File: config.mk
export PLATFORM = sky130hd
export DESIGN_NAME = a_axi_write_response_merger_4_to_1_flat
export DESIGN_NICKNAME = d
export VERILOG_FILES = /design/src/rtl/a_axi_write_response_merger_4_to_1_if.sv /design/src/rtl/a_axi_write_response_merger_4_to_1.sv /design/src/flat_wrapper.sv
export SDC_FILE = /design/constraint.sdc
export NUM_CORES = 1
export LEC_CHECK = 0
export ABC_CLOCK_PERIOD_IN_PS = 2300
export BUFFER_PORTS_ARGS = -buffer_cell sky130_fd_sc_hd__clkbuf_2
export CORE_AREA = 2 2 78 80
export CTS_CLUSTER_SIZE = 20
export DETAILED_ROUTE_END_ITERATION = 8
export DIE_AREA = 0 0 80 82
export PLACE_DENSITY = 0.82
export SLEW_MARGIN = 20
export SYNTH_ARGS = -nofsm -noshare
export SYNTH_HDL_FRONTEND = slang
export SYNTH_SLANG_ARGS = --single-unit
File: constraint.sdc
create_clock -name ap_clk -period 2.3 [get_ports ap_clk]
set_input_delay 0.69 -clock ap_clk [delete_from_list [all_inputs] [get_ports ap_clk]]
set_output_delay 0.69 -clock ap_clk [all_outputs]
set_load 0.02 [all_outputs]
File: src/rtl/a_axi_write_response_merger_4_to_1_if.sv
// a_axi_write_response_merger_4_to_1_if: per-SLR B channels plus the merged host B channel.
// master is the merger's view, slave is the view of the SLR slaves and host together.
interface a_axi_write_response_merger_4_to_1_if;
    logic       s_axi_control_BVALID_slr_0;
    logic       s_axi_control_BVALID_slr_1;
    logic       s_axi_control_BVALID_slr_2;
    logic       s_axi_control_BVALID_slr_3;
    logic       s_axi_control_BREADY_slr_0;
    logic       s_axi_control_BREADY_slr_1;
    logic       s_axi_control_BREADY_slr_2;
    logic       s_axi_control_BREADY_slr_3;
    logic [1:0] s_axi_control_BRESP_slr_0;
    logic [1:0] s_axi_control_BRESP_slr_1;
    logic [1:0] s_axi_control_BRESP_slr_2;
    logic [1:0] s_axi_control_BRESP_slr_3;
    logic       s_axi_control_BVALID;
    logic       s_axi_control_BREADY;
    logic [1:0] s_axi_control_BRESP;

    modport master (
        input  s_axi_control_BVALID_slr_0, s_axi_control_BVALID_slr_1,
               s_axi_control_BVALID_slr_2, s_axi_control_BVALID_slr_3,
               s_axi_control_BRESP_slr_0, s_axi_control_BRESP_slr_1,
               s_axi_control_BRESP_slr_2, s_axi_control_BRESP_slr_3,
               s_axi_control_BREADY,
        output s_axi_control_BREADY_slr_0, s_axi_control_BREADY_slr_1,
               s_axi_control_BREADY_slr_2, s_axi_control_BREADY_slr_3,
               s_axi_control_BVALID, s_axi_control_BRESP
    );

    modport slave (
        output s_axi_control_BVALID_slr_0, s_axi_control_BVALID_slr_1,
               s_axi_control_BVALID_slr_2, s_axi_control_BVALID_slr_3,
               s_axi_control_BRESP_slr_0, s_axi_control_BRESP_slr_1,
               s_axi_control_BRESP_slr_2, s_axi_control_BRESP_slr_3,
               s_axi_control_BREADY,
        input  s_axi_control_BREADY_slr_0, s_axi_control_BREADY_slr_1,
               s_axi_control_BREADY_slr_2, s_axi_control_BREADY_slr_3,
               s_axi_control_BVALID, s_axi_control_BRESP
    );
endinterface

File: src/rtl/a_axi_write_response_merger_4_to_1.sv
// a_axi_write_response_merger_4_to_1: merges four skewed per-SLR B responses into one host B response.
// Optional A_AXI_RESP_MISMATCH_CNT_EN adds a saturating count of merges with non-identical head codes.
module a_axi_write_response_merger_4_to_1 #(
    parameter int PENDING_DEPTH      = 4,
    parameter int PENDING_ADDR_WIDTH = 2
) (
    input logic ap_clk,
    input logic ap_rst_n,
    a_axi_write_response_merger_4_to_1_if.master bus
`ifdef A_AXI_RESP_MISMATCH_CNT_EN
    ,
    output logic [15:0] resp_mismatch_cnt
`endif
);
    localparam logic [PENDING_ADDR_WIDTH:0] FULL = PENDING_DEPTH[PENDING_ADDR_WIDTH:0];

    logic       rst_q;
    logic [3:0] bvalid_slr;
    logic [3:0] bready_slr;
    logic [3:0] nonempty;
    logic [1:0] bresp_slr [4];
    logic [1:0] head [4];
    logic       all_avail, out_free, pop;
    logic       any_decerr, any_slverr;
    logic [1:0] merged;
    logic       bvalid_q, bvalid_d;
    logic [1:0] bresp_q, bresp_d;

    assign bvalid_slr = {bus.s_axi_control_BVALID_slr_3, bus.s_axi_control_BVALID_slr_2,
                         bus.s_axi_control_BVALID_slr_1, bus.s_axi_control_BVALID_slr_0};
    assign bresp_slr[0] = bus.s_axi_control_BRESP_slr_0;
    assign bresp_slr[1] = bus.s_axi_control_BRESP_slr_1;
    assign bresp_slr[2] = bus.s_axi_control_BRESP_slr_2;
    assign bresp_slr[3] = bus.s_axi_control_BRESP_slr_3;
    assign bus.s_axi_control_BREADY_slr_0 = bready_slr[0];
    assign bus.s_axi_control_BREADY_slr_1 = bready_slr[1];
    assign bus.s_axi_control_BREADY_slr_2 = bready_slr[2];
    assign bus.s_axi_control_BREADY_slr_3 = bready_slr[3];
    assign bus.s_axi_control_BVALID = bvalid_q;
    assign bus.s_axi_control_BRESP  = bresp_q;

    // Keeps every SLR stalled for the first clock after reset release.
    always_ff @(posedge ap_clk or negedge ap_rst_n) begin
        if (!ap_rst_n) rst_q <= 1'b1;
        else           rst_q <= 1'b0;
    end

    for (genvar i = 0; i < 4; i++) begin : g_fifo
        logic [1:0]                    mem_q [PENDING_DEPTH];
        logic [1:0]                    mem_d [PENDING_DEPTH];
        logic [PENDING_ADDR_WIDTH-1:0] wr_ptr_q, wr_ptr_d, rd_ptr_q, rd_ptr_d;
        logic [PENDING_ADDR_WIDTH:0]   cnt_q, cnt_d;
        logic                          push;
        assign bready_slr[i] = !rst_q && (cnt_q != FULL);
        assign push          = bvalid_slr[i] && bready_slr[i];
        assign nonempty[i]   = cnt_q != '0;
        assign head[i]       = mem_q[rd_ptr_q];
        always_comb begin
            mem_d = mem_q;
            if (push) mem_d[wr_ptr_q] = bresp_slr[i];
            wr_ptr_d = wr_ptr_q + PENDING_ADDR_WIDTH'(push);
            rd_ptr_d = rd_ptr_q + PENDING_ADDR_WIDTH'(pop);
            cnt_d    = cnt_q + (PENDING_ADDR_WIDTH+1)'(push) - (PENDING_ADDR_WIDTH+1)'(pop);
        end
        always_ff @(posedge ap_clk or negedge ap_rst_n) begin
            if (!ap_rst_n) begin
                mem_q    <= '{default: '0};
                wr_ptr_q <= '0;
                rd_ptr_q <= '0;
                cnt_q    <= '0;
            end else begin
                mem_q    <= mem_d;
                wr_ptr_q <= wr_ptr_d;
                rd_ptr_q <= rd_ptr_d;
                cnt_q    <= cnt_d;
            end
        end
    end

    assign all_avail = &nonempty;
    assign out_free  = !bvalid_q || bus.s_axi_control_BREADY;
    assign pop       = all_avail && out_free;

    // EXOKAY folds into OKAY; DECERR outranks SLVERR.
    always_comb begin
        any_decerr = 1'b0;
        any_slverr = 1'b0;
        for (int k = 0; k < 4; k++) begin
            any_decerr = any_decerr || (head[k] == 2'b11);
            any_slverr = any_slverr || (head[k] == 2'b10);
        end
        merged   = any_decerr ? 2'b11 : any_slverr ? 2'b10 : 2'b00;
        bvalid_d = pop ? 1'b1 : (bvalid_q && bus.s_axi_control_BREADY) ? 1'b0 : bvalid_q;
        bresp_d  = pop ? merged : bresp_q;
    end

    always_ff @(posedge ap_clk or negedge ap_rst_n) begin
        if (!ap_rst_n) begin
            bvalid_q <= 1'b0;
            bresp_q  <= 2'b00;
        end else begin
            bvalid_q <= bvalid_d;
            bresp_q  <= bresp_d;
        end
    end

`ifdef A_AXI_RESP_MISMATCH_CNT_EN
    logic [15:0] mismatch_cnt_q, mismatch_cnt_d;
    logic        mismatch;
    assign mismatch = !((head[0] == head[1]) && (head[1] == head[2]) && (head[2] == head[3]));
    assign mismatch_cnt_d = (pop && mismatch && (mismatch_cnt_q != 16'hFFFF)) ? mismatch_cnt_q + 16'd1 : mismatch_cnt_q;
    assign resp_mismatch_cnt = mismatch_cnt_q;
    always_ff @(posedge ap_clk or negedge ap_rst_n) begin
        if (!ap_rst_n) mismatch_cnt_q <= '0;
        else           mismatch_cnt_q <= mismatch_cnt_d;
    end
`endif
endmodule

File: src/flat_wrapper.sv
// flat-port wrapper written by rule: the top's interface ports become plain ports
module a_axi_write_response_merger_4_to_1_flat 
#(
    parameter int PENDING_DEPTH      = 4,
    parameter int PENDING_ADDR_WIDTH = 2
)
  (ap_clk, ap_rst_n, bus_s_axi_control_BVALID_slr_0, bus_s_axi_control_BVALID_slr_1, bus_s_axi_control_BVALID_slr_2, bus_s_axi_control_BVALID_slr_3, bus_s_axi_control_BRESP_slr_0, bus_s_axi_control_BRESP_slr_1, bus_s_axi_control_BRESP_slr_2, bus_s_axi_control_BRESP_slr_3, bus_s_axi_control_BREADY, bus_s_axi_control_BREADY_slr_0, bus_s_axi_control_BREADY_slr_1, bus_s_axi_control_BREADY_slr_2, bus_s_axi_control_BREADY_slr_3, bus_s_axi_control_BVALID, bus_s_axi_control_BRESP);
  a_axi_write_response_merger_4_to_1_if bus_i ();
  input logic ap_clk;
  input logic ap_rst_n;
  input wire logic [$bits(bus_i.s_axi_control_BVALID_slr_0)-1:0] bus_s_axi_control_BVALID_slr_0;
  input wire logic [$bits(bus_i.s_axi_control_BVALID_slr_1)-1:0] bus_s_axi_control_BVALID_slr_1;
  input wire logic [$bits(bus_i.s_axi_control_BVALID_slr_2)-1:0] bus_s_axi_control_BVALID_slr_2;
  input wire logic [$bits(bus_i.s_axi_control_BVALID_slr_3)-1:0] bus_s_axi_control_BVALID_slr_3;
  input wire logic [$bits(bus_i.s_axi_control_BRESP_slr_0)-1:0] bus_s_axi_control_BRESP_slr_0;
  input wire logic [$bits(bus_i.s_axi_control_BRESP_slr_1)-1:0] bus_s_axi_control_BRESP_slr_1;
  input wire logic [$bits(bus_i.s_axi_control_BRESP_slr_2)-1:0] bus_s_axi_control_BRESP_slr_2;
  input wire logic [$bits(bus_i.s_axi_control_BRESP_slr_3)-1:0] bus_s_axi_control_BRESP_slr_3;
  input wire logic [$bits(bus_i.s_axi_control_BREADY)-1:0] bus_s_axi_control_BREADY;
  output wire logic [$bits(bus_i.s_axi_control_BREADY_slr_0)-1:0] bus_s_axi_control_BREADY_slr_0;
  output wire logic [$bits(bus_i.s_axi_control_BREADY_slr_1)-1:0] bus_s_axi_control_BREADY_slr_1;
  output wire logic [$bits(bus_i.s_axi_control_BREADY_slr_2)-1:0] bus_s_axi_control_BREADY_slr_2;
  output wire logic [$bits(bus_i.s_axi_control_BREADY_slr_3)-1:0] bus_s_axi_control_BREADY_slr_3;
  output wire logic [$bits(bus_i.s_axi_control_BVALID)-1:0] bus_s_axi_control_BVALID;
  output wire logic [$bits(bus_i.s_axi_control_BRESP)-1:0] bus_s_axi_control_BRESP;
  assign bus_i.s_axi_control_BVALID_slr_0 = bus_s_axi_control_BVALID_slr_0;
  assign bus_i.s_axi_control_BVALID_slr_1 = bus_s_axi_control_BVALID_slr_1;
  assign bus_i.s_axi_control_BVALID_slr_2 = bus_s_axi_control_BVALID_slr_2;
  assign bus_i.s_axi_control_BVALID_slr_3 = bus_s_axi_control_BVALID_slr_3;
  assign bus_i.s_axi_control_BRESP_slr_0 = bus_s_axi_control_BRESP_slr_0;
  assign bus_i.s_axi_control_BRESP_slr_1 = bus_s_axi_control_BRESP_slr_1;
  assign bus_i.s_axi_control_BRESP_slr_2 = bus_s_axi_control_BRESP_slr_2;
  assign bus_i.s_axi_control_BRESP_slr_3 = bus_s_axi_control_BRESP_slr_3;
  assign bus_i.s_axi_control_BREADY = bus_s_axi_control_BREADY;
  assign bus_s_axi_control_BREADY_slr_0 = bus_i.s_axi_control_BREADY_slr_0;
  assign bus_s_axi_control_BREADY_slr_1 = bus_i.s_axi_control_BREADY_slr_1;
  assign bus_s_axi_control_BREADY_slr_2 = bus_i.s_axi_control_BREADY_slr_2;
  assign bus_s_axi_control_BREADY_slr_3 = bus_i.s_axi_control_BREADY_slr_3;
  assign bus_s_axi_control_BVALID = bus_i.s_axi_control_BVALID;
  assign bus_s_axi_control_BRESP = bus_i.s_axi_control_BRESP;
  a_axi_write_response_merger_4_to_1 #(.PENDING_DEPTH(PENDING_DEPTH), .PENDING_ADDR_WIDTH(PENDING_ADDR_WIDTH)) u_core (.ap_clk(ap_clk), .ap_rst_n(ap_rst_n), .bus(bus_i));
endmodule
==> results of run 1 <==
==> metal layers <==
layer	share of wire	vias to the layer above	track usage
li1	-	801	-
met1	0.45	882	0.217
met2	0.50	26	0.306
met3	0.029	10	0.0429
met4	0.020	0	0.102
met5	0	-	0
==> registers in the layout (all words and copies together), names as in the netlist <==
signal                           cells
u_core.bus.s_axi_control_BRESP       2
u_core.bus.s_axi_control_BVALID      1
u_core.g_fifo.cnt_q                 12
u_core.g_fifo.mem_q                 32
u_core.g_fifo.rd_ptr_q               8
u_core.g_fifo.wr_ptr_q               8
u_core.rst_q                         1
==> final timing paths <==
kind | startpoint | end | slack (ns) | cells past startpoint
min in group ap_clk | u_core.g_fifo[0].mem_q[1] | u_core.g_fifo[0].mem_q[1] | 0.50 | 1
min | ap_rst_n | u_core.g_fifo[0].wr_ptr_q[1] | 0.37 | 2
max in group asynchronous | ap_rst_n | u_core.rst_q | 1.64 | 2
max reg2reg | u_core.g_fifo[2].cnt_q[2] | u_core.g_fifo[1].cnt_q[2] | 0.10 | 10
max | u_core.g_fifo[3].cnt_q[0] | bus_s_axi_control_BREADY_slr_3 | 0.05 | 4
min reg2reg | u_core.g_fifo[0].mem_q[1] | u_core.g_fifo[0].mem_q[1] | 0.50 | 1
==> power breakdown <==
group | switching [mW] | internal (mW) | leakage [nW]
combinational | 0.958 | 1.26 | 0.758
sequential | 0.464 | 1.73 | 0.753
clock | 0.395 | 0.447 | 0.0838
==> placed cells by master, fill, tap and decap left out, types with 3 or more instances in the layout <==
| master | count |
|---|---|
| mux2_2 | 33 |
| nand2_1 | 4 |
| ha_1 | 12 |
| buf_4 | 8 |
| nor3_2 | 4 |
| dfrtp_1 | 62 |
| nor3_1 | 3 |
| xnor2_1 | 4 |
| clkbuf_1 | 4 |
| nand3_1 | 4 |
| xor2_1 | 10 |
| fa_2 | 4 |
| mux4_2 | 7 |
| nor3b_1 | 7 |
| clkbuf_8 | 11 |
| clkbuf_2 | 19 |
| inv_2 | 3 |
| nor2b_1 | 6 |
| inv_1 | 19 |
| ha_4 | 4 |
==> critical path: stages, from the launching register on <==
cell,delay [ns]
dfrtp_1,0.40
buf_4,0.14
or3b_4,0.40
nor2b_1,0.14
buf_2,0.15
==> through the flow <==
stage               cell area, sq um  setup slack, ns  power (mW)  setup TNS, ns
detailed placement              3210          -0.0665        4.15         -0.157
global route                    3500          -0.0302        5.67        -0.0500
CTS                             3380           0.0233        5.04              0
finish                          3500           0.0451        5.25              0
floorplan                       2940           0.0134        3.54              0
global placement                3210          -0.0226        3.98        -0.0315
==> kinds of logic after synthesis <==
logic type,synth area share
flops,0.545
mux,0.193
simple gates,0.0749
buf+inv,0.0281
fa+ha+maj,0.0953
xor+xnor,0.0476
compound gates,0.0153
other cells,0.00127
==> what timing repair did <==
action	4_1_cts	5_1_grt
buffers inserted	0	2
endpoints found under the setup margin	2	6
resized for setup	1	25
pin swaps	0	9
==> area by class of cell <==
class	instances	share of cell area
flip-flops and latches	64	0.458
multi-input cells	121	0.389
repair buffers	30	0.0547
clock buffers	15	0.0475
well taps	75	0.0268
inverters	22	0.0236
==> results.md, run 1 <==
- Ys async rst share: 1.00
- Drt first pass iters: 4
- Antenna Cells: 0
- Yosys top cell by area: dfrtp_1
- Clock sinks: 64
- Die ar.: between 0.006 and 0.007 sq mm
- Overall global routing resource usage: 0.182
- Clock Tree Buf Depth: 2
- Top cells by count, synth: 63 x dfrtp_1, 33 x mux2_2, 22 x inv_1, 16 x ha_1, 11 x xor2_1
- First-pass GRT wire length: between 8000 and 9000 microns
- Number of library cell types mapped by synthesis: 28
- Crit Path Class: register to primary output
- TritonCTS buffer count: 9
- H-tree levels: 3
- Vias in the first global route: between 1.5k and 2k
- GPL Wtd Cong: slightly above 0.7
- Crit-path max FO: 2
- Hold_buf cts: 0
- Clk pin slew, worst setup/hold paths: approximately 0.060 ns
- Root buf cell: clkbuf_8
- Drt drc: 0
- Inst Count DP: 310
- Hpwl dp: roughly 3700 microns
- Hold Vio Cnt, Final: 0
- Final min period: ~2.3 ns
- Fin nets: ~280
- Total number of vias: ~1.7k
- Crit end category: primary output
- FP Rows: 28
- Post-Syn Area: 0.00294 sq mm
- Total Wirelength: 5260 microns
- RSZ-0062 raised after global routing: yes
- IO buf count: 21
- FF/Latch Area: 0.00160 sq mm
- Grt ovf: 0
- Max-slew violations: 0
- Ranking of synthesized cells by area: dfrtp_1 54%, mux2_2 13%, ha_1 6.8%, mux4_2 5.4%, xor2_1 3.3%
- Num ports: 22
- Initial DRC count: 98
- Worst min-delay path category: primary input to asynchronous set/reset pin
- Worst Path Arrival: 1.56 ns
- CP Launch Type: register
- Synth-to-layout area growth: 19.0%
- Die W: roughly 80 microns
- Fmax: between 0.4 and 0.5 GHz
- Final ANT Viol Nets: 0
- Post-synth EDFFs: 0
- Die height: a little over 80 microns
- Area taken by multi-input logic gates: about 0.0014 sq mm
- Clock latency on the worst-skew pair: about 0.34 ns
- Largest net degree at the start of global routing: 65
- Post-layout util: 0.609
- Yosys top cell area share: 0.536
- Worst EP required: ~1.6 ns
- Initial core utilization: 0.512
- Core area: 0.00575 sq mm
- Syn avg cell area: about 14 sq um
- Initial antenna violation count: 0
- Most common cell in the netlist: dfrtp_1
- Final setup violating endpoints: 0
- Clock skew: just over 0.009 ns
- Pwr Density: 1500 mW/mm^2
- Status: complete, no violations
- Maximum vdd ir drop: between 0.6 and 0.7 mV
- Number of max-cap violations: 0
- Synth Instances: approximately 210
- Leak Pwr: about 1.6 nW
- FILL cells: 447
- Syn_nets: about 240
- Top_reg_cell synth: dfrtp_1
- CTS tree: yes
- Fin Hold WS: between 0.3 and 0.4 ns
- Layout Cells excl Fill: 327
- Post-synthesis sequential area ratio: 0.545
- WL/cell: 16.1 microns
- Layout cells sized above 1: 0.413
- FF+latch count, synth: 64
- Vias/cell: roughly 5.3
- Tcrit/Tclk final: 0.980
- Yosys warning count: 0
Note: power is estimated with default switching activity, not from simulation.
==> inputs of run 2 (changes only) <==
--- a/config.mk
+++ b/config.mk
@@ -5,13 +5,14 @@
 export SDC_FILE = /design/constraint.sdc
 export NUM_CORES = 1
 export LEC_CHECK = 0
-export ABC_CLOCK_PERIOD_IN_PS = 2300
-export BUFFER_PORTS_ARGS = -buffer_cell sky130_fd_sc_hd__clkbuf_2
-export CORE_AREA = 2 2 78 80
+export ABC_CLOCK_PERIOD_IN_PS = 2900
+export CORE_AREA = 2 2 71 73
 export CTS_CLUSTER_SIZE = 20
 export DETAILED_ROUTE_END_ITERATION = 8
-export DIE_AREA = 0 0 80 82
-export PLACE_DENSITY = 0.82
+export DIE_AREA = 0 0 73 75
+export DONT_BUFFER_PORTS = 1
+export PLACE_DENSITY = 0.88
+export REMOVE_ABC_BUFFERS = 1
 export SLEW_MARGIN = 20
 export SYNTH_ARGS = -nofsm -noshare
 export SYNTH_HDL_FRONTEND = slang
==> constraint.sdc (replaced) <==
create_clock -name ap_clk -period 2.9 [get_ports ap_clk]
set_input_delay 0.87 -clock ap_clk [delete_from_list [all_inputs] [get_ports ap_clk]]
set_output_delay 0.87 -clock ap_clk [all_outputs]
set_load 0.02 [all_outputs]
==> run 2 against run 1 <==
Net effect:
- largest cell class unchanged
- count of clock-buffer cells in the layout decreased by 6
- largest power group is now registers
- clock skew is 0.0014 ns lower
- clock power shrank 14%
==> results.md, run 2 (same netlist as run 1, synthesis figures left out) <==
- R2R Path End: u_core.g_fifo[2].cnt_q[2] (was u_core.g_fifo[1].cnt_q[2])
- Core area: 0.00466 sq mm (was 0.00575 sq mm)
- FILL cells: 307 (was 447)
- Layout cells sized above 1: 0.260 (was 0.413)
- Total Wirelength: 5020 microns (was 5260 microns)
- Die height: 75 microns (was 82 microns)
- Initial DRC count: 138 (was 98)
- Tcrit/Tclk final: 0.899
- Hold Vio Cnt, Final: 0 (unchanged)
- Clk pin slew, worst setup/hold paths: 0.07 ns (was 0.06 ns)
- Initial antenna violation count: 0 (unchanged)
- Inst Count DP: 261 (was 310)
- R2R Path Start: u_core.g_fifo[0].cnt_q[1] (was u_core.g_fifo[2].cnt_q[2])
- Crit Path Class: register to register (was register to primary output)
- Final setup violating endpoints: 0 (unchanged)
- Status: complete, no violations (unchanged)
- Leak Pwr: 1.47 nW (was 1.60 nW)
- FF/Latch Area: 0.00160 sq mm (about the same)
- Num ports: 22 (unchanged)
- Clock sinks: 64 (unchanged)
- Vias/cell: 5.86 (was 5.26)
- Number of max-cap violations: 0 (unchanged)
- Largest net degree at the start of global routing: 65 (unchanged)
- Total Power: 3.88 mW (was 5.25 mW)
- Overall global routing resource usage: 0.208 (was 0.182)
- Fin nets: 253 (was 283)
- Drt drc: 0 (unchanged)
- Hpwl dp: 3570 microns (was 3700 microns)
- Worst setup path end: u_core.g_fifo[2].cnt_q[2] (was bus_s_axi_control_BREADY_slr_3)
- Worst EP required: 3.13 ns (was 1.61 ns)
- GPL Wtd Cong: 0.773 (was 0.723)
- Pwr Density: 1220 mW/mm^2 (was 1500 mW/mm^2)
- Top reg by flops: u_core.g_fifo.mem_q (unchanged)
- Net Switching: 1.33 mW (was 1.82 mW)
- Area taken by multi-input logic gates: 0.00126 sq mm (was 0.00136 sq mm)
- Resized cells post-CTS: 0 (was 1)
- Clock skew: 0.00765 ns (was 0.00909 ns)
- WL/cell: 18.1 microns (was 16.1 microns)
- Max reg flops: 32 (unchanged)
- Combinational power share: 0.358 (was 0.422)
- Final Instance Area: 0.00320 sq mm (was 0.00350 sq mm)
- R2R setup slack: 0.29 ns (was 0.10 ns)
- First-pass GRT wire length: 8080 microns (was 8580 microns)
- Final ANT Viol Nets: 0 (unchanged)
- TritonCTS buffer count: 9 (unchanged)
- Area after DPL: 0.00301 sq mm (was 0.00321 sq mm)
- Crit end category: register (was primary output)
- Maximum vdd ir drop: 0.563 mV (was 0.602 mV)
- RSZ-0062 raised after global routing: no (was yes)
- Worst Path Arrival: 2.83 ns (was 1.56 ns)
- Sequential Power Share: 0.455 (was 0.418)
- Antenna Cells: 0 (unchanged)
- Drt first pass iters: 4 (unchanged)
- CP Launch Type: register (unchanged)
- Final min period: 2.61 ns
- Clock power frac: 0.187 (was 0.160)
- Clock Tree Buf Depth: 2 (unchanged)
- Initial core utilization: 0.631 (was 0.512)
- Clock latency on the worst-skew pair: 0.34 ns (about the same)
- Layout Cells excl Fill: 277 (was 327)
- Synth-to-layout area growth: 8.63% (was 19.0%)
- R2R depth: 10 (unchanged)
- Grt ovf: 0 (unchanged)
- Root buf cell: clkbuf_8 (unchanged)
- Setup TNS: 0 ns (unchanged)
- Leading cell types in the layout, fill and taps excluded: 63 x dfrtp_1, 33 x mux2_2, 22 x inv_1 (was 62 x dfrtp_1, 33 x mux2_2, 19 x inv_1, 19 x clkbuf_2, 12 x ha_1)
- Most common cell after layout, fill and taps aside: dfrtp_1 (unchanged)
- Net Sw Frac: 0.343 (was 0.346)
- Fmax: between 0.3 and 0.4 GHz
- Worst min-delay path category: primary input to asynchronous set/reset pin (unchanged)
- Die W: 73 microns (was 80 microns)
- Vias in the first global route: 1661 (was 1866)
- CTS tree: yes (unchanged)
- Post-layout util: 0.686 (was 0.609)
- IO buf count: 0 (was 21)
- Int Power: 2.55 mW (was 3.43 mW)
- Hold_buf cts: 0 (unchanged)
- Postcts setup bufs: 0 (unchanged)
- Die ar.: 0.00548 sq mm (was 0.00656 sq mm)
- FP Rows: 25 (was 28)
- Crit-path max FO: 8 (was 2)
- H-tree levels: 3 (unchanged)
- Largest registers: u_core.g_fifo.mem_q (32), u_core.g_fifo.cnt_q (12) (unchanged)
- Setup crit start: u_core.g_fifo[0].cnt_q[1] (was u_core.g_fifo[3].cnt_q[0])
- Max-slew violations: 0 (unchanged)
- Total number of vias: 1624 (was 1719)
==> run 2: worst min path at each step <==
stage                                         endpoint  slack [ns]
after detailed placement     u_core.g_fifo[0].mem_q[1]        0.48
after global placement       u_core.g_fifo[3].cnt_q[2]        0.48
final                     u_core.g_fifo[2].wr_ptr_q[1]        0.22
after global routing      u_core.g_fifo[2].wr_ptr_q[1]        0.19
after floorplan              u_core.g_fifo[0].mem_q[1]        0.46
after CTS                 u_core.g_fifo[2].wr_ptr_q[1]        0.20
==> run 2: per-stage QoR <==
step,setup slack (ns),hold WS (ns)
floorplan,0.399,0.459
global placement,0.290,0.477
detailed placement,0.190,0.482
CTS,0.318,0.201
global route,0.175,0.191
finish,0.293,0.221
==> run 2: routing by layer <==
layer | vias up | global-route usage | part of all wire
li1 | 748 | - | -
met1 | 837 | 0.254 | 0.43
met2 | 29 | 0.332 | 0.51
met3 | 10 | 0.0843 | 0.044
met4 | 0 | 0.0823 | 0.019
met5 | - | 0 | 0
==> run 2: power groups by stage <==
stage          clock network, mW  registers, mW  logic [mW]
2_1_floorplan                  0           1.65        1.15
3_3_place_gp                   0           1.74        1.28
3_5_place_dp                   0           1.77        1.40
4_1_cts                    0.743           1.76        1.41
5_1_grt                    0.792           1.82        1.55
6_report                   0.725           1.77        1.39
==> run 2: worst max-delay path, stage by stage (launching register included) <==
cell     delay [ns]
dfrtp_1        0.42
nor3_1         0.29
nor4_1         0.11
o21ai_1        0.19
inv_1          0.24
ha_1           0.33
inv_1          0.04
ha_1           0.18
fa_1           0.37
xor2_1         0.18
xnor2_1        0.13
==> run 2: layout make-up <==
| cell class | count | share of cell area |
|---|---|---|
| Sequential cell | 64 | 0.502 |
| Multi-Input combinational cell | 121 | 0.393 |
| Clock buffer | 9 | 0.0388 |
| Inverter | 22 | 0.0258 |
| Tap cell | 54 | 0.0211 |
| Clock inverter | 7 | 0.0196 |
==> inputs of run 3 (changes only) <==
--- a/config.mk
+++ b/config.mk
@@ -5,11 +5,12 @@
 export SDC_FILE = /design/constraint.sdc
 export NUM_CORES = 1
 export LEC_CHECK = 0
+export ABC_AREA = 1
 export ABC_CLOCK_PERIOD_IN_PS = 2900
-export CORE_AREA = 2 2 71 73
+export CORE_AREA = 2 2 75 77
 export CTS_CLUSTER_SIZE = 20
 export DETAILED_ROUTE_END_ITERATION = 8
-export DIE_AREA = 0 0 73 75
+export DIE_AREA = 0 0 77 79
 export DONT_BUFFER_PORTS = 1
 export PLACE_DENSITY = 0.88
 export REMOVE_ABC_BUFFERS = 1
==> run 3 against run 2 <==
Net effect:
- final cell count rose by 67%
- die area rose by 11%
- critical path depth did not move
- total power rose by 11%
- first-iteration DRC count rose by 14%
- sequential share of layout area fell by 6.0 points
- sequential cell count did not move
- hold slack improved by 0.0013 ns
- register-to-register slack improved by 0.28 ns
- area after synthesis rose by 13%
- largest power group unchanged
==> results.md, run 3 <==
- Final min period: 2.33 ns (was 2.61 ns)
- Crit Path Class: register to register (unchanged)
- Post-Syn Area: 0.00333 sq mm (was 0.00294 sq mm)
- Top_reg_cell synth: dfrtp_1 (unchanged)
- Top reg by flops: u_core.g_fifo.mem_q (unchanged)
- TritonCTS buffer count: 9 (unchanged)
- Overall global routing resource usage: 0.223 (was 0.208)
- Max reg flops: 32 (unchanged)
- Number of library cell types mapped by synthesis: 25 (was 28)
- Tcrit/Tclk final: 0.804 (was 0.899)
- Die height: 79 microns (was 75 microns)
- Resized cells post-CTS: 0 (unchanged)
- Setup TNS: 0 ns (unchanged)
- Hpwl dp: 4380 microns (was 3570 microns)
- RSZ-0062 raised after global routing: no (unchanged)
- Syn avg cell area: 8.92 sq um (was 14.2 sq um)
- Synth Instances: 374 (was 207)
- Hold Vio Cnt, Final: 0 (unchanged)
- IO buf count: 0 (unchanged)
- Postcts setup bufs: 0 (unchanged)
- Total number of vias: 2347 (was 1624)
- Drt drc: 0 (unchanged)
- Ys async rst share: 1.00 (unchanged)
- Ranking of synthesized cells by area: dfrtp_1 47%, nand2_1 15%, ha_1 6.0%, inv_1 6.0%, nor3_2 3.6% (was dfrtp_1 54%, mux2_2 13%, ha_1 6.8%, mux4_2 5.4%, xor2_1 3.3%)
- Most common cell after layout, fill and taps aside: nand2_1 (was dfrtp_1)
- Fmax: 0.429 GHz (was 0.384 GHz)
- Clock latency on the worst-skew pair: 0.34 ns (about the same)
- Maximum vdd ir drop: 0.568 mV (was 0.563 mV)
- Status: complete, no violations (unchanged)
- Die ar.: 0.00608 sq mm (was 0.00548 sq mm)
- CP Launch Type: register (unchanged)
- Max-slew violations: 0 (unchanged)
- Final ANT Viol Nets: 0 (unchanged)
- Worst min-delay path category: primary input to asynchronous set/reset pin (unchanged)
- FP Rows: 27 (was 25)
- Drt first pass iters: 4 (unchanged)
- Fin nets: 421 (was 253)
- Grt ovf: 0 (unchanged)
- R2R setup slack: 0.57 ns (was 0.29 ns)
- Total Power: 4.32 mW (was 3.88 mW)
- Yosys warning count: 0 (unchanged)
- Initial DRC count: 158 (was 138)
- CTS tree: yes (unchanged)
- Core area: 0.00534 sq mm (was 0.00466 sq mm)
- FF+latch count, synth: 64 (unchanged)
- Layout cells sized above 1: 0.136 (was 0.260)
- Clock skew: 0.00985 ns (was 0.00765 ns)
- Total Wirelength: 5990 microns (was 5020 microns)
- Worst Path Arrival: 2.60 ns (was 2.83 ns)
- Worst EP required: 3.17 ns (was 3.13 ns)
- Largest registers: u_core.g_fifo.mem_q (32), u_core.g_fifo.cnt_q (12) (unchanged)
- Area taken by multi-input logic gates: 0.00151 sq mm (was 0.00126 sq mm)
- Yosys top cell area share: 0.473 (was 0.536)
- Clk pin slew, worst setup/hold paths: 0.07 ns (about the same)
- Post-synthesis sequential area ratio: 0.481 (was 0.545)
- Yosys top cell by area: dfrtp_1 (unchanged)
- Clock Tree Buf Depth: 2 (unchanged)
- Initial core utilization: 0.625 (was 0.631)
- GPL Wtd Cong: 0.762 (was 0.773)
- First-pass GRT wire length: 10600 microns (was 8080 microns)
- Most common cell in the netlist: nand2_1 (was dfrtp_1)
- Antenna Cells: 0 (unchanged)
- H-tree levels: 3 (unchanged)
- Pwr Density: 1190 mW/mm^2 (was 1220 mW/mm^2)
- Leak Pwr: 1.90 nW (was 1.47 nW)
- Vias/cell: 5.07 (was 5.86)
- Die W: 77 microns (was 73 microns)
- Hold_buf cts: 0 (unchanged)
- Top cells by count, synth: 130 x nand2_1, 63 x dfrtp_1, 53 x inv_1, 16 x ha_1, 16 x nand3_1 (was 63 x dfrtp_1, 33 x mux2_2, 22 x inv_1, 16 x ha_1, 11 x xor2_1)
- FILL cells: 422 (was 307)
- WL/cell: 12.9 microns (was 18.1 microns)
- R2R depth: 10 (unchanged)
- Root buf cell: clkbuf_8 (unchanged)
- Initial antenna violation count: 0 (unchanged)
- Post-synth EDFFs: 0 (unchanged)
- FF/Latch Area: 0.00160 sq mm (unchanged)
- Num ports: 22 (unchanged)
- Largest net degree at the start of global routing: 65 (unchanged)
- Synth-to-layout area growth: 8.89% (was 8.63%)
- Final setup violating endpoints: 0 (unchanged)
- Leading cell types in the layout, fill and taps excluded: 130 x nand2_1, 63 x dfrtp_1, 53 x inv_1 (was 63 x dfrtp_1, 33 x mux2_2, 22 x inv_1)
- Crit end category: register (unchanged)
- Crit-path max FO: 6 (was 8)
- Vias in the first global route: 2467 (was 1661)
- Clock sinks: 64 (unchanged)
- Number of max-cap violations: 0 (unchanged)
run 3: changes by cell type in the layout (fill, tap and decap cells not counted), sizes merged, moves of 9 or more:
cell   change
nor2      +18
inv       +37
mux2      -34
nand3     +12
nor3       +9
o21ai     +19
nand2    +132
run 3: worst max-delay path, stage by stage, from the launching register on:
cell     delay, ns
dfrtp_1       0.41
nor2_1        0.24
nand2_1       0.10
nand2_2       0.12
nor3b_4       0.08
ha_1          0.28
inv_1         0.04
ha_1          0.19
fa_1          0.39
xnor2_1       0.25
xor2_1        0.16
run 3: logic make-up after synthesis:
logic type | share of synthesized area
buf+inv | 0.0664
compound gates | 0.0518
other cells | 0.00112
simple gates | 0.274
xor+xnor | 0.0420
fa+ha+maj | 0.0841
flops | 0.481
run 3: area by class of cell:
class / instances / share of cell area
Clock inverter: 3 / 0.0110
Multi-Input combinational cell: 251 / 0.416
Timing Repair Buffer: 1 / 0.00207
Tap cell: 72 / 0.0248
Sequential cell: 64 / 0.441
Inverter: 59 / 0.0610
Clock buffer: 13 / 0.0438
run 3: where the power goes:
group,switching [mW],internal (mW)
Sequential,0.428,1.36
Clock,0.327,0.442
Combinational,1.06,0.708
Total,1.82,2.51
run 3: metrics by stage:
stage                util  instance area [sq um]  std cells  hold slack, ns  worst slack (ns)
floorplan               -                   3330        374           0.444             0.423
global placement    0.643                   3430        447           0.462             0.423
detailed placement  0.643                   3430        447           0.471             0.287
CTS                 0.680                   3630        463           0.209             0.586
global route        0.680                   3630        463           0.208             0.439
finish              0.680                   3630        463           0.222             0.569
run 3: worst paths after layout:
check / endpoint / start
setup / recovery: u_core.g_fifo[1].cnt_q[2] / u_core.g_fifo[0].cnt_q[1]
hold / removal: u_core.g_fifo[1].rd_ptr_q[0] / ap_rst_n
setup reg to reg: u_core.g_fifo[1].cnt_q[2] / u_core.g_fifo[0].cnt_q[1]
hold reg to reg: u_core.g_fifo[2].mem_q[4] / u_core.g_fifo[2].mem_q[4]
max in group asynchronous: u_core.rst_q / ap_rst_n
min in group ap_clk: u_core.g_fifo[2].mem_q[4] / u_core.g_fifo[2].mem_q[4]
run 3: routing by layer:
layer,up-vias,part of all wire,track usage
li1,1174,-,-
met1,1119,0.44,0.274
met2,38,0.50,0.382
met3,16,0.035,0.0477
met4,0,0.025,0.102
met5,-,0,0
